**src/rtl/fetch_pkg.sv**
```systemverilog
// Shared types and default sizes for the instruction fetch unit and its prefetch queue.
package fetch_pkg;

    localparam int DEF_ADDR_W = 10;
    localparam int DEF_DATA_W = 32;
    localparam int DEF_DEPTH  = 4;

    typedef enum logic [1:0] {
        ST_IDLE = 2'd0,
        ST_WAIT = 2'd1,
        ST_DROP = 2'd2
    } fetch_state_t;

endpackage

```
**src/rtl/fetch_fifo.sv**
```systemverilog
// Prefetch queue: power-of-two ring buffer with occupancy counter and a flush
// that empties it in one cycle. The head entry is visible combinationally.
module fetch_fifo
    import fetch_pkg::*;
#(
    parameter int DEPTH = DEF_DEPTH,
    parameter int WIDTH = DEF_ADDR_W + DEF_DATA_W
) (
    input  logic             clk,
    input  logic             rst,
    input  logic             push,
    input  logic             pop,
    input  logic             flush,
    input  logic [WIDTH-1:0] din,
    output logic             full,
    output logic             empty,
    output logic [WIDTH-1:0] head
);

    localparam int             PTR_W   = $clog2(DEPTH);
    localparam logic [PTR_W:0] LP_FULL = (PTR_W + 1)'(DEPTH);

    logic [WIDTH-1:0] r_mem [DEPTH];
    logic [PTR_W-1:0] r_rdPtr;
    logic [PTR_W-1:0] r_wrPtr;
    logic [PTR_W:0]   r_count;
    logic             w_doPush;
    logic             w_doPop;

    assign full     = (r_count == LP_FULL);
    assign empty    = (r_count == '0);
    assign w_doPush = push & ~full;
    assign w_doPop  = pop & ~empty;
    assign head     = r_mem[r_rdPtr];

    always_ff @(posedge clk) begin
        if (w_doPush && !flush) begin
            r_mem[r_wrPtr] <= din;
        end
    end

    // Pointers wrap naturally because DEPTH is a power of two.
    always_ff @(posedge clk) begin
        if (rst || flush) begin
            r_rdPtr <= '0;
            r_wrPtr <= '0;
            r_count <= '0;
        end else begin
            if (w_doPush) begin
                r_wrPtr <= r_wrPtr + 1'b1;
            end
            if (w_doPop) begin
                r_rdPtr <= r_rdPtr + 1'b1;
            end
            r_count <= r_count + {{PTR_W{1'b0}}, w_doPush} - {{PTR_W{1'b0}}, w_doPop};
        end
    end

endmodule

```
**src/rtl/fetch_unit.sv**
```systemverilog
// Instruction prefetcher: one outstanding flash read at a time feeding a prefetch queue.
// Optional FETCH_PERF_EN adds a saturating stall_cnt output counting empty-queue cycles.
module fetch_unit
    import fetch_pkg::*;
#(
    parameter int ADDR_W = DEF_ADDR_W,
    parameter int DATA_W = DEF_DATA_W,
    parameter int DEPTH  = DEF_DEPTH
) (
    input  logic              clk,
    input  logic              rst,
    input  logic              flash_busy,
    input  logic [DATA_W-1:0] dout_flash,
    output logic              ld_flash,
    output logic [ADDR_W-1:0] flash_addr_PC,
    input  logic              branch,
    input  logic [ADDR_W-1:0] branch_addr,
    input  logic              ld_ir,
    output logic              ir_valid,
    output logic [DATA_W-1:0] ir_data,
    output logic [ADDR_W-1:0] ir_pc
`ifdef FETCH_PERF_EN
    ,
    output logic [31:0]       stall_cnt
`endif
);

    localparam int ENT_W = ADDR_W + DATA_W;

    fetch_state_t      r_state;
    logic [ADDR_W-1:0] r_pc;
    logic [ADDR_W-1:0] r_reqAddr;

    logic              w_full;
    logic              w_empty;
    logic              w_accept;
    logic              w_capture;
    logic              w_push;
    logic              w_pop;
    logic [ENT_W-1:0]  w_din;
    logic [ENT_W-1:0]  w_head;

    // Issuing from IDLE with the queue not full reserves the slot the reply will use.
    assign ld_flash      = ~rst & (r_state == ST_IDLE) & ~flash_busy & ~w_full & ~branch;
    assign w_accept      = ld_flash;
    assign flash_addr_PC = r_pc;

    assign w_capture = (r_state != ST_IDLE) & ~flash_busy;
    assign w_push    = w_capture & (r_state == ST_WAIT) & ~branch;
    assign w_pop     = ld_ir & ~w_empty & ~branch;
    assign w_din     = {dout_flash, r_reqAddr};

    assign ir_valid = ~w_empty;
    assign ir_data  = w_empty ? '0 : w_head[ENT_W-1:ADDR_W];
    assign ir_pc    = w_empty ? '0 : w_head[ADDR_W-1:0];

    fetch_fifo #(
        .DEPTH (DEPTH),
        .WIDTH (ENT_W)
    ) u_fifo (
        .clk   (clk),
        .rst   (rst),
        .push  (w_push),
        .pop   (w_pop),
        .flush (branch),
        .din   (w_din),
        .full  (w_full),
        .empty (w_empty),
        .head  (w_head)
    );

    // A branch that coincides with the reply retires the request outright instead of dropping it later.
    always_ff @(posedge clk) begin
        if (rst) begin
            r_state   <= ST_IDLE;
            r_pc      <= '0;
            r_reqAddr <= '0;
        end else begin
            if (branch) begin
                r_pc <= branch_addr;
            end else if (w_accept) begin
                r_pc <= r_pc + 1'b1;
            end
            if (w_accept) begin
                r_reqAddr <= r_pc;
            end
            case (r_state)
                ST_IDLE: begin
                    if (w_accept) begin
                        r_state <= ST_WAIT;
                    end
                end
                ST_WAIT: begin
                    if (w_capture) begin
                        r_state <= ST_IDLE;
                    end else if (branch) begin
                        r_state <= ST_DROP;
                    end
                end
                ST_DROP: begin
                    if (w_capture) begin
                        r_state <= ST_IDLE;
                    end
                end
                default: r_state <= ST_IDLE;
            endcase
        end
    end

`ifdef FETCH_PERF_EN
    logic [31:0] r_stallCnt;

    always_ff @(posedge clk) begin
        if (rst) begin
            r_stallCnt <= '0;
        end else if (w_empty && (r_stallCnt != '1)) begin
            r_stallCnt <= r_stallCnt + 32'd1;
        end
    end

    assign stall_cnt = r_stallCnt;
`endif

endmodule
```
**config.mk**
```make
export PLATFORM = sky130hd
export DESIGN_NAME = fetch_unit
export DESIGN_NICKNAME = d
export VERILOG_FILES = /design/src/rtl/fetch_pkg.sv /design/src/rtl/fetch_fifo.sv /design/src/rtl/fetch_unit.sv
export SDC_FILE = /design/constraint.sdc
export NUM_CORES = 1
export LEC_CHECK = 0
export ABC_AREA = 0
export CORE_ASPECT_RATIO = 2
export CORE_UTILIZATION = 59
export CTS_CLUSTER_SIZE = 25
export DETAILED_ROUTE_END_ITERATION = 7
export PLACE_DENSITY = 0.84
export SLEW_MARGIN = 20
export SYNTH_ARGS = -nofsm -noshare
export SYNTH_HDL_FRONTEND = slang
export SYNTH_HIERARCHICAL = 1
export SYNTH_SLANG_ARGS = --single-unit
```
**constraint.sdc**
```tcl
create_clock -name clk -period 17 [get_ports clk]
set_input_delay 3.4 -clock clk [delete_from_list [all_inputs] [get_ports clk]]
set_output_delay 3.4 -clock clk [all_outputs]
set_load 0.1 [all_outputs]
```
==> impl_metrics.yaml <==
yosys:
  synth-edff-count: 168
  ys_types: 41
  synth.area.top_cells: "edfxtp_1, mux4_2, dfxtp_1, nor2b_1, nand2_1"
  synth_common_cells: "edfxtp_1, nor2b_1, mux4_2, nand2_1, dfxtp_1"
  yosys.area_share.simple_pct: 8.15
  synth_top_area_cell: "edfxtp_1"
  synth.most_common_cell: "edfxtp_1"
  synthCells: 441
  synthArstFlopShare_pct: 0
  synth_compound_area_share_pct: 2.59
  synth_top_family_by_area: "multiplexers"
  avgSynthCellArea_um2: 17.9
  seq_area_frac_synth_pct: 71.9
  syn-cell-area_um2: 7880
  synth_top_area_share_pct: 64.0
  ys_warn_count: 6
  synth_adder_area_share_pct: 1.37
  synthXorXnorAreaFrac_pct: 0.556
  ys_ff_latch: 199
  synthMuxAreaShare_pct: 12.8
  syn_nets: 496
  synth_flop_cell: "edfxtp_1"
placement:
  hpwl_um: 9020
  io_buffers: 100
  place.gp.congestion: 0.810
global_route:
  grt_pass1_vias: 4486
  antenna_found_initial: 0
  grt_start_max_net_pins: 43
  grt-ovfl-total: 0
  track_usage_pct: 22.8
  grt_pass1_wl_um: 23400
cells_and_area:
  nets: 595
  fillers: 788
  drive_above_1_share_pct: 15.2
  diodes: 0
  fin_util_pct: 73.2
  multi_input_area_um2: 2030
  areaGrowthSynthToFinish_pct: 20.7
  ff_latch_area_um2: 5670
power:
  p_int_mw: 0.736
  pwr-share-clk_pct: 38.8
  vdd_drop_max_uv: 77.4
  combPwrFrac_pct: 4.6
  powerDensity_nw_per_um2: 98.9
  pwr-share-seq_pct: 56.6
  swShare_pct: 21.8
  switchingPower_mw: 0.205
  p_leak_nw: 2.96
detailed_routing:
  drt_iter0_markers: 225
  ant_nets: 0
  vias: 4241
  drc: 0
  routedWlPerCell_um: 21.1
  dr.pass1.iters: 5
  viasPerCell: 6.02
  drt-total-wl_um: 14800
floorplan:
  die_x_um: 83.7
  core_um2: 13000
  io_pins: 101
  initial_core_util_pct: 60.6
  rows: 59
  fp.dieH_um: 165
  die-area_um2: 13800
run_status:
  status: "finished clean"
worst_setup_path:
  critPathKind: "in2out"
  startpoint_type: "primary input"
  cp-end-kind: "output port"
  required_ps: 13600
  cp.arrival_ps: 7310
  crit_fanout: 27
clocking:
  clk_path_buf_depth: 2
  root_buffer: "clkbuf_16"
  cts-hold-fix-buffers: 0
  htreeDepth: 4
  cts_setup_buffers: 0
  tritoncts: "built"
  cts_buffers: 17
  clock_latency_ps: 430
  cts_resized: 0
  clock_sinks: 199
  path_clk_slew_ps: 70
sta:
  fin_crit_sh_pct: 63.0
  finClkSkew_ps: 11.6
  rsz0062_at_grt: "no"
  tightest_slew_ps: 1050
  hold_viol: 0
  tns_ps: 0
  relSlewSlack_pct: 29.7
  fmax_mhz: 93.3
  finalSetupViolCount: 0
  fin_crit_ps: 10710
  drv_slew: 0
min_path:
  hp-class: "reg2reg"
job:
  cap_violations: 0
## state kept, by name (all words and copies together) (netlist names), named ones only
register and flops:
u_fifo/r_mem 168, r_state 2, u_fifo/r_count 3, flash_addr_PC 10
u_fifo/r_rdPtr 2, r_reqAddr 10, u_fifo/r_wrPtr 2
## cell usage in the layout, fill, tap and decap left out, types with 4 or more instances in the layout
cell             count
mux4_2              40
nor2_1               5
or3_1                7
dfxtp_1             29
inv_1                9
o311ai_0             6
ha_1                 7
xnor2_1              4
a21oi_1             13
mux2i_1              4
inv_6                5
edfxtp_1           168
nand3_1              4
clkinvlp_4           4
nand2_1             36
clkdlybuf4s50_1    100
a31oi_1              5
buf_4                5
clkbuf_16           17
nor3b_2              5
nor2b_1             43
## power by group through the flow
stage	Sequential [mW]	Clock (mW)	Combinational (mW)
6_report	0.532	0.365	0.0428
5_1_grt	0.533	0.393	0.0449
4_1_cts	0.532	0.373	0.0428
3_5_place_dp	0.543	0	0.0426
3_3_place_gp	0.543	0	0.0410
2_1_floorplan	0.553	0	0.0123
## critical path: stages
cell and delay, ps:
clkdlybuf4s50_1 850, or4_1 840, or3_1 620, inv_1 390, clkdlybuf4s50_1 1210
## per-layer routing
metal	track usage, %	wire, um
met1	25.4	5530
met2	42.4	8420
met3	4.87	646
met4	8.47	250
met5	0	0
## per-stage QoR
stage / power, mW / instance area (um^2) / cells / setup slack [ps] / hold WS (ps)
detailed placement: 0.586 / 8960 / 673 / 6320 / 491
floorplan: 0.565 / 7880 / 441 / 8550 / 460
global placement: 0.584 / 8960 / 673 / 6440 / 474
CTS: 0.948 / 9500 / 705 / 6330 / 507
finish: 0.940 / 9510 / 705 / 6290 / 505
global route: 0.970 / 9510 / 705 / 6130 / 530
## worst paths after layout
check               start                 to  slack (ps)  cells after the start
min          r_reqAddr[9]       r_reqAddr[9]         500                      2
max reg2reg    r_state[1]  u_fifo/r_count[2]       14350                      9
min reg2reg  r_reqAddr[9]       r_reqAddr[9]         500                      2
max                   rst           ld_flash        6290                      5
## area by class of cell
| class | count | area share (%) |
|---|---|---|
| flip-flops and latches | 199 | 59.7 |
| repair buffers | 105 | 10.9 |
| well taps | 152 | 2.00 |
| clock inverters | 14 | 1.21 |
| multi-input cells | 208 | 21.3 |
| inverters | 9 | 0.355 |
| clock buffers | 18 | 4.51 |
## cell families after synthesis
logic type,after synthesis
AOI/OAI and AO/OA,31
xor gates and xnor gates,5
adders and majority gates,8
buffers and inverters,34
DFF,199
muxes,47
and+or+nand+nor,117
Power figures use the tool's default switching activity.
